**src/rtl/mac_pkg.sv**
```systemverilog
// Shared Q-format constants for the MAC datapath and its narrowing stages.
package mac_pkg;

    localparam int unsigned MAC_IN_BITWIDTH  = 16;
    localparam int unsigned MAC_IN_FRAC      = 12;
    localparam int unsigned MAC_OUT_BITWIDTH = 8;
    localparam int unsigned MAC_OUT_FRAC     = 6;

    localparam int MAC_SAT_MAX = (1 << (MAC_OUT_BITWIDTH - 1)) - 1;
    localparam int MAC_SAT_MIN = -(1 << (MAC_OUT_BITWIDTH - 1));

endpackage

```
**src/rtl/mac_requant.sv**
```systemverilog
// Combinational requantizer: round-half-up, arithmetic shift, saturate.
// Optional ReLU clamp when MAC_RELU_EN is defined.
module mac_requant
    import mac_pkg::*;
#(
    parameter int unsigned IN_BITWIDTH  = MAC_IN_BITWIDTH,
    parameter int unsigned IN_FRAC      = MAC_IN_FRAC,
    parameter int unsigned OUT_BITWIDTH = MAC_OUT_BITWIDTH,
    parameter int unsigned OUT_FRAC     = MAC_OUT_FRAC
) (
    input  logic [IN_BITWIDTH-1:0]  i_data,
    output logic [OUT_BITWIDTH-1:0] o_data
);

    localparam int unsigned SHIFT = IN_FRAC - OUT_FRAC;
    localparam logic signed [IN_BITWIDTH:0] RND =
        (IN_BITWIDTH + 1)'(1 << (SHIFT - 1));
    localparam logic signed [IN_BITWIDTH:0] SAT_HI =
        (IN_BITWIDTH + 1)'((1 << (OUT_BITWIDTH - 1)) - 1);
    localparam logic signed [IN_BITWIDTH:0] SAT_LO = ~SAT_HI;

    logic signed [IN_BITWIDTH:0] w_sum;
    logic signed [IN_BITWIDTH:0] w_shr;
    logic [OUT_BITWIDTH-1:0]     w_sat;

    // One extra bit keeps the rounding add from wrapping at the positive limit.
    assign w_sum = $signed({i_data[IN_BITWIDTH-1], i_data}) + RND;
    assign w_shr = w_sum >>> SHIFT;

    always_comb begin
        w_sat = w_shr[OUT_BITWIDTH-1:0];
        if (w_shr > SAT_HI) begin
            w_sat = SAT_HI[OUT_BITWIDTH-1:0];
        end else if (w_shr < SAT_LO) begin
            w_sat = SAT_LO[OUT_BITWIDTH-1:0];
        end
    end

`ifdef MAC_RELU_EN
    assign o_data = w_sat[OUT_BITWIDTH-1] ? '0 : w_sat;
`else
    assign o_data = w_sat;
`endif

endmodule

```
**src/rtl/mac_requant_fifo.sv**
```systemverilog
// MAC result capture on DONE rising edge, requantize, buffer, valid/ready out.
// Build option MAC_RELU_EN (in mac_requant) clamps negative results to zero.
module mac_requant_fifo
    import mac_pkg::*;
#(
    parameter int unsigned IN_BITWIDTH  = MAC_IN_BITWIDTH,
    parameter int unsigned IN_FRAC      = MAC_IN_FRAC,
    parameter int unsigned OUT_BITWIDTH = MAC_OUT_BITWIDTH,
    parameter int unsigned OUT_FRAC     = MAC_OUT_FRAC,
    parameter int unsigned DEPTH        = 4,
    parameter int unsigned CNT_BITWIDTH = 16
) (
    input  logic                    i_clk,
    input  logic                    i_rst,
    input  logic [IN_BITWIDTH-1:0]  i_mout_in,
    input  logic                    i_done_in,
    output logic                    o_stall,
    output logic [OUT_BITWIDTH-1:0] o_q_data,
    output logic                    o_q_valid,
    input  logic                    i_q_ready,
    output logic                    o_overflow,
    output logic [CNT_BITWIDTH-1:0] o_result_cnt
);

    localparam int unsigned AW = $clog2(DEPTH);
    localparam logic [AW:0] FULL_CNT = (AW + 1)'(DEPTH);

    logic [OUT_BITWIDTH-1:0] r_mem [DEPTH];
    logic [AW-1:0]           r_wr_ptr;
    logic [AW-1:0]           r_rd_ptr;
    logic [AW:0]             r_count;
    logic                    r_done_q;
    logic                    r_overflow;
    logic [CNT_BITWIDTH-1:0] r_result_cnt;

    logic [OUT_BITWIDTH-1:0] w_q_in;
    logic                    w_push;
    logic                    w_pop;
    logic                    w_full;
    logic                    w_valid;
    logic                    w_wr;

    mac_requant #(
        .IN_BITWIDTH  (IN_BITWIDTH),
        .IN_FRAC      (IN_FRAC),
        .OUT_BITWIDTH (OUT_BITWIDTH),
        .OUT_FRAC     (OUT_FRAC)
    ) u_requant (
        .i_data (i_mout_in),
        .o_data (w_q_in)
    );

    assign w_valid = (r_count != '0);
    assign w_full  = (r_count == FULL_CNT);
    assign w_push  = i_done_in & ~r_done_q;
    assign w_pop   = w_valid & i_q_ready;
    // A full FIFO still accepts a push when the head leaves in the same cycle.
    assign w_wr    = w_push & (~w_full | w_pop);

    always_ff @(posedge i_clk) begin
        if (i_rst) begin
            r_done_q     <= 1'b1;
            r_wr_ptr     <= '0;
            r_rd_ptr     <= '0;
            r_count      <= '0;
            r_overflow   <= 1'b0;
            r_result_cnt <= '0;
        end else begin
            r_done_q <= i_done_in;
            if (w_wr) begin
                r_wr_ptr     <= r_wr_ptr + AW'(1);
                r_result_cnt <= r_result_cnt + CNT_BITWIDTH'(1);
            end
            if (w_pop) begin
                r_rd_ptr <= r_rd_ptr + AW'(1);
            end
            if (w_push && !w_wr) begin
                r_overflow <= 1'b1;
            end
            r_count <= r_count + {{AW{1'b0}}, w_wr} - {{AW{1'b0}}, w_pop};
        end
    end

    always_ff @(posedge i_clk) begin
        if (!i_rst && w_wr) begin
            r_mem[r_wr_ptr] <= w_q_in;
        end
    end

    assign o_stall      = w_full;
    assign o_q_valid    = w_valid;
    assign o_q_data     = w_valid ? r_mem[r_rd_ptr] : '0;
    assign o_overflow   = r_overflow;
    assign o_result_cnt = r_result_cnt;

endmodule

```
**config.mk**
```make
export PLATFORM = sky130hd
export DESIGN_NAME = mac_requant_fifo
export DESIGN_NICKNAME = d
export VERILOG_FILES = /design/src/rtl/mac_pkg.sv /design/src/rtl/mac_requant.sv /design/src/rtl/mac_requant_fifo.sv
export SDC_FILE = /design/constraint.sdc
export NUM_CORES = 1
export LEC_CHECK = 0
export BUFFER_PORTS_ARGS = -buffer_cell sky130_fd_sc_hd__buf_4
export CAP_MARGIN = 5
export CORE_ASPECT_RATIO = 0.6
export CORE_MARGIN = 2
export CORE_UTILIZATION = 45
export CTS_BUF_LIST = sky130_fd_sc_hd__clkbuf_4
export CTS_CLUSTER_SIZE = 8
export DETAILED_ROUTE_END_ITERATION = 16
export PLACE_DENSITY = 0.64
export SETUP_SLACK_MARGIN = 0.1
export SKIP_LAST_GASP = 1
export SLEW_MARGIN = 20
export SYNTH_ARGS = -nofsm -noshare
export SYNTH_HDL_FRONTEND = slang
export SYNTH_SLANG_ARGS = --single-unit
```
**constraint.sdc**
```tcl
create_clock -name i_clk -period 2.7 [get_ports i_clk]
set_clock_uncertainty 0.05 [all_clocks]
set_input_delay 0.27 -clock i_clk [delete_from_list [all_inputs] [get_ports i_clk]]
set_output_delay 0.27 -clock i_clk [all_outputs]
set_load 0.01 [all_outputs]
```
==> results.yml, run 1 <==
routing:
  ant_nets: 0
  drt_iter0_drc: 156
  post_drt_wl_per_cell_um: 14.6
  drc_errors: 0
  num_vias: 1863
  viasPerCell: 5.13
  drt_first_pass_iters: 4
  postRouteWirelength_um: 5300
floorplan:
  initial_core_util_pct: 47.7
  die_y_um: 64.3
  coreArea_sq_um: 5730
  die_area_sq_um: 6730
  die_w_um: 105
  rows: 21
  pin_count: 47
logic_synthesis:
  syn_area_per_cell_sq_um: 11.8
  synth_warnings: 0
  synth_fp_nets: 260
  yosysSeqAreaShare_pct: 55.0
  synth_top_area_share_pct: 35.2
  synth_cells: 231
  syn-cell-area_sq_um: 2730
  ys_top_cells_by_area: "edfxtp_1 (35%), dfxtp_1 (20%), mux4_2 (6.6%), ha_1 (3.7%), xor2_1 (3.2%)"
  ys_ff_latch: 59
  synth_cell_type_count: 42
  yosysTopAreaCell: "edfxtp_1"
placement:
  placed_cell_area_sq_um: 3130
  place_congestion: 0.817
  dp_hpwl_um: 3800
  portBuffers: 41
  dp_cells: 347
clocking:
  htreeDepth: 3
  numCtsBuffers: 9
  clock_latency_ns: 0.39
  root_buffer: "clkbuf_4"
  cts_tree: "yes"
  clockBufferDepth: 2
  ctsHoldBuffers: 0
  post_cts_buffers: 0
  cts.sinks: 59
  clk_pin_slew_worst_paths_ns: 0.10
  ctsResizeCount: 0
timing:
  rsz0062_at_grt: "no"
  period_share_pct: 91.1
  setup_tns_ns: 0
  worst_slew_pin_slew_ns: 0.656
  slew_headroom_pct: 55.8
  setup_viol: 0
  max_freq_mhz: 407
  hold_viol_final: 0
  slew_viol_final: 0
  fin_crit_ns: 2.46
worst_setup_path:
  startpoint: "r_count[1]"
  r2r_slack_ns: 0.24
  endpoint_kind: "flop"
  rr_startpoint: "r_count[1]"
  cp_max_fo: 6
  cp_data_required_time_ns: 2.93
  crit_end: "r_count[2]"
  r2r_end: "r_count[2]"
  start_kind: "flop"
  worstPathArrival_ns: 2.69
  critPathKind: "flop to flop"
  r2r_cells: 9
cells_and_area:
  layout.nets: 307
  syn_to_final_growth_pct: 19.9
  fin_cells: 363
  antenna_cells: 0
  drive_above_1_share_pct: 26.5
  stdcell_area_sq_um: 3280
min_path:
  hold_class: "input port to flop"
pwr:
  peakVddDrop_mv: 0.298
  p_per_area_nw_per_um2: 713
  power.leakage_nw: 1.20
grt:
  grt_pass1_wl_um: 8760
  grt_usage_pct: 17.1
  grt_antenna_before_repair: 0
  first_global_vias: 1754
  overflow: 0
  grt_max_degree: 28
flow_run:
  max-cap-violations: 0
outcome:
  status: "complete, no violations"
[cells in the mapped netlist, drive strengths merged]
| cell type | number |
|---|---|
| a211oi | 2 |
| a21bo | 1 |
| a21o | 1 |
| a21oi | 11 |
| a31oi | 1 |
| a32oi | 1 |
| a41oi | 1 |
| and2 | 13 |
| and3 | 3 |
| and4 | 3 |
| and4b | 1 |
| buf | 2 |
| clkbuf | 8 |
| dfxtp | 27 |
| edfxtp | 32 |
| fa | 1 |
| ha | 8 |
| inv | 9 |
| mux4 | 8 |
| nand2 | 8 |
| nand2b | 1 |
| nand3 | 13 |
| nand3b | 1 |
| nand4 | 6 |
| nand4b | 1 |
| nor2 | 17 |
| nor2b | 3 |
| nor3b | 1 |
| nor4 | 2 |
| nor4b | 1 |
| o21ai | 11 |
| o31ai | 2 |
| o41ai | 1 |
| or2 | 1 |
| or3 | 7 |
| or4 | 2 |
| or4b | 1 |
| xnor2 | 9 |
| xor2 | 10 |
[state kept, by name, summed over array words and instances (netlist names), named ones only]
name	flops
r_mem	32
o_overflow	1
r_done_q	1
r_rd_ptr	2
r_wr_ptr	2
r_count	3
o_result_cnt	16
[power by group]
| part | switching, mW | internal [mW] | leakage [nW] |
|---|---|---|---|
| Combinational | 0.290 | 0.374 | 0.625 |
| Sequential | 0.0819 | 1.00 | 0.506 |
| Clock | 0.301 | 0.283 | 0.0651 |
| Total | 0.673 | 1.66 | 1.20 |
[area by class of cell]
type / count / area (sq um)
Multi-Input combinational cell: 153 / 1160
Tap cell: 80 / 100
Clock inverter: 6 / 56.3
Fill cell: 534 / 2450
Timing Repair Buffer: 46 / 345
Sequential cell: 59 / 1510
Inverter: 9 / 33.8
Clock buffer: 10 / 75.1
[worst min path at each step]
stage          slack, ns              from  depth (start not counted)                to
2_1_floorplan       0.33         i_done_in                          1          r_done_q
3_3_place_gp        0.41  o_result_cnt[15]                          2  o_result_cnt[15]
3_5_place_dp        0.42        o_overflow                          2        o_overflow
4_1_cts             0.03         i_done_in                          2          r_done_q
5_1_grt             0.04         i_done_in                          2          r_done_q
6_report            0.05         i_done_in                          2          r_done_q
[per-layer routing]
| metal | vias to the layer above | routed length (um) | global-route usage, % |
|---|---|---|---|
| li1 | 944 | - | - |
| met5 | - | 0 | 0 |
| met4 | 0 | 84 | 8.00 |
| met2 | 58 | 2170 | 23.1 |
| met3 | 6 | 335 | 5.20 |
| met1 | 855 | 2710 | 24.9 |
[metrics by stage]
step	utilization, %	hold slack, ns	setup WS, ns	power (mW)
3_5_place_dp	54.7	0.423	0.232	1.74
5_1_grt	57.2	0.0404	0.122	2.47
2_1_floorplan	-	0.327	0.267	1.48
4_1_cts	56.9	0.0320	0.201	2.33
6_report	57.2	0.0526	0.242	2.33
3_3_place_gp	54.7	0.413	0.291	1.73
[cell families (layout without fill, tap and decap cells)]
family / after synthesis / after routing / share of synthesized area (%)
fa+ha+maj: 9 / 9 / 4.40
xor+xnor: 19 / 19 / 6.09
simple gates: 85 / 85 / 18.0
compound gates: 32 / 32 / 6.96
flops: 59 / 59 / 55.0
mux: 8 / 8 / 6.60
buf+inv: 19 / 71 / 2.93
[layout by cell type (no fill, tap or decap), types with 6 or more instances in the layout]
master     n
dfxtp_1   26
nand3_1   13
buf_4     46
and2_1    13
clkbuf_4  10
ha_1       8
xnor2_1    8
a21oi_1   11
nor2_1    17
nand2_1    8
or3_1      6
mux4_2     8
xor2_1    10
nand4_1    6
o21ai_0   10
edfxtp_1  32
inv_1      9
[critical path, cell delays in order, from the launching register on]
cell and delay (ns):
dfxtp_4 0.38, or3_2 0.47, and2_1 0.21, ha_1 0.29, inv_1 0.04, ha_1 0.18
fa_2 0.37, xnor2_2 0.17, xnor2_1 0.14, nor2_1 0.05
Power figures use the tool's default switching activity.
==> run 2, diff against run 1 <==
Settings changed: BUFFER_PORTS_ARGS -buffer_cell sky130_fd_sc_hd__buf_4 to -buffer_cell sky130_fd_sc_hd__buf_2, SYNTH_HIERARCHICAL from default to 1.
==> run 2 against run 1 <==
Sequential power barely moved. Sequential share of layout area is 1.8 points higher. Via count rose by 0.75%. Critical path type unchanged. Non-clock buffer count fell by 3. Worst hold slack gained 0.0065 ns. Synthesized cell count up 1.3%. Area after synthesis rose by 1.1%. Critical path depth stayed put. Core utilization down 5.0 points. Cell count grew 1.1%. Sequential cell count unchanged.
==> results.yml, run 2 <==
cells_and_area:
  fin_cells: 367
  layout.nets: 306
  final_util_pct: 52.2
  antenna_cells: 0
  largest_reg_flops: 32
  drive_above_1_share_pct: 25.4
  largest_register: "r_mem"
  syn_to_final_growth_pct: 13.9
  layout_common_cells: "buf_2 (41), edfxtp_1 (32), dfxtp_1 (27), nor2_1 (17)"
  final_common_cell: "buf_2"
routing:
  drt_iter0_drc: 110
  postRouteWirelength_um: 5200
  post_drt_wl_per_cell_um: 14.2
  viasPerCell: 5.11
  drt_first_pass_iters: 4
  ant_nets: 0
  num_vias: 1877
  drc_errors: 0
worst_setup_path:
  slowest_stage: "nor4b_2"
  endpoint_kind: "flop"
  worstPathArrival_ns: 2.53
  cp_max_fo: 7
  cp_slowest_stage_delay_ns: 0.59
  r2r_slack_ns: 0.38
  critPathTopFamily: "simple AND/OR/NAND/NOR gates"
  cp_data_required_time_ns: 2.91
  start_kind: "flop"
  critPathKind: "flop to flop"
  worst-path-buf-inv: 0
  cp_cell_sequence: "nor4b_2 > nor2_1 > nand2_1 > nand2_1 > ha_1 > fa_1 > xnor2_1 > xnor2_1 > nor2_1"
clocking:
  cts_tree: "yes"
  post_cts_buffers: 0
  numCtsBuffers: 9
  clockBufferDepth: 2
  root_buffer: "clkbuf_4"
  ctsHoldBuffers: 0
  ctsResizeCount: 0
  cts.sinks: 59
  htreeDepth: 3
  clk_pin_slew_worst_paths_ns: 0.10
  clock_latency_ns: 0.39
logic_synthesis:
  async_reset_ff_share_pct: 0
  synth_top_area_share_pct: 34.8
  synth-edff-count: 32
  synth_warnings: 6
  ys_top_cells_by_area: "edfxtp_1 (35%), dfxtp_1 (20%), mux4_2 (6.5%), ha_1 (3.2%), xnor2_1 (3.2%)"
  synth_fp_nets: 262
  ys.flop_type: "edfxtp_1"
  syn_area_per_cell_sq_um: 11.8
  yosysMostFrequentCell: "edfxtp_1"
  yosysTopAreaCell: "edfxtp_1"
  syn-cell-area_sq_um: 2760
  synth_cell_type_count: 43
  synth_cells: 234
  ys_ff_latch: 59
  synth_commonest_cells: "edfxtp_1 (32), dfxtp_1 (27), nor2_1 (17)"
  yosysSeqAreaShare_pct: 54.4
grt:
  grt_usage_pct: 16.9
  grt_max_degree: 28
  first_global_vias: 1744
  grt_antenna_before_repair: 0
  overflow: 0
  grt_pass1_wl_um: 8770
timing:
  max_freq_mhz: 431
  worst_slew_pin_slew_ns: 0.650
  setup_tns_ns: 0
  rsz0062_at_grt: "no"
  slew_viol_final: 0
  slew_headroom_pct: 56.3
  period_share_pct: 85.8
  fin_crit_ns: 2.32
  hold_viol_final: 0
  setup_viol: 0
pwr:
  power.leakage_nw: 1.16
  peakVddDrop_mv: 0.213
  p_per_area_nw_per_um2: 664
floorplan:
  initial_core_util_pct: 45.8
  die_y_um: 64.7
  coreArea_sq_um: 6030
  die_area_sq_um: 6800
  pin_count: 47
  rows: 22
  die_w_um: 105
placement:
  dp_hpwl_um: 3810
  portBuffers: 41
  dp_cells: 351
  place_congestion: 0.809
flow_run:
  max-cap-violations: 0
min_path:
  hold_class: "input port to flop"
outcome:
  status: "complete, no violations"
run 2: changes by cell type after synthesis, moves of 3 or more:
cell,previous run,this run
or3_1,6,3
o21ai_0,10,5
o21ai_1,1,7
inv_1,9,5
nand2_1,8,13
nor3_1,0,3
run 2: cell type report:
| type | instances | area (sq um) |
|---|---|---|
| clock buffer | 11 | 82.6 |
| clock inverter | 5 | 21.3 |
| fill | 518 | 2880 |
| inverter | 5 | 18.8 |
| multi-input combinational | 160 | 1190 |
| sequential | 59 | 1500 |
| tap | 84 | 105 |
| timing repair buffer | 43 | 220 |
run 2: layer usage:
layer | vias up | wire [um] | global-route usage (%) | part of all wire [%]
met3 | 2 | 204 | 6.24 | 3.9
met5 | - | 0 | 0 | 0
met4 | 0 | 29 | 4.00 | 0.56
met2 | 45 | 2100 | 22.5 | 40
li1 | 958 | - | - | -
met1 | 872 | 2860 | 25.7 | 55
run 2: worst paths after layout:
kind	start	end	cells past startpoint
min	i_done_in	r_done_q	2
min reg2reg	o_result_cnt[15]	o_result_cnt[15]	2
max	r_count[0]	r_count[2]	9
max reg2reg	r_count[0]	r_count[2]	9
run 2: where the power goes:
| group | internal (mW) | switching [mW] | leakage, nW | total (mW) |
|---|---|---|---|---|
| clock | 0.199 | 0.280 | 0.0658 | 0.479 |
| sequential | 0.999 | 0.0769 | 0.505 | 1.08 |
| combinational | 0.269 | 0.264 | 0.593 | 0.533 |
| total | 1.47 | 0.621 | 1.16 | 2.09 |
run 2: metrics by stage:
| step | setup WS, ns | hold slack [ns] | total power, mW | instance area (sq um) |
|---|---|---|---|---|
| finish | 0.382 | 0.0591 | 2.09 | 3140 |
| global route | 0.177 | 0.0293 | 2.23 | 3140 |
| floorplan | 0.494 | 0.324 | 1.47 | 2760 |
| CTS | 0.352 | 0.0385 | 2.12 | 3140 |
| detailed placement | 0.403 | 0.424 | 1.63 | 3040 |
| global placement | 0.401 | 0.417 | 1.63 | 3040 |
run 2: kinds of logic (layout without fill, tap and decap cells):
| group | after synthesis | in the layout | share of synthesized area, % |
|---|---|---|---|
| buf+inv | 15 | 64 | 2.31 |
| mux | 8 | 8 | 6.53 |
| flops | 59 | 59 | 54.4 |
| simple gates | 90 | 90 | 18.5 |
| compound gates | 36 | 36 | 8.66 |
| xor+xnor | 18 | 18 | 5.71 |
| fa+ha+maj | 8 | 8 | 3.90 |
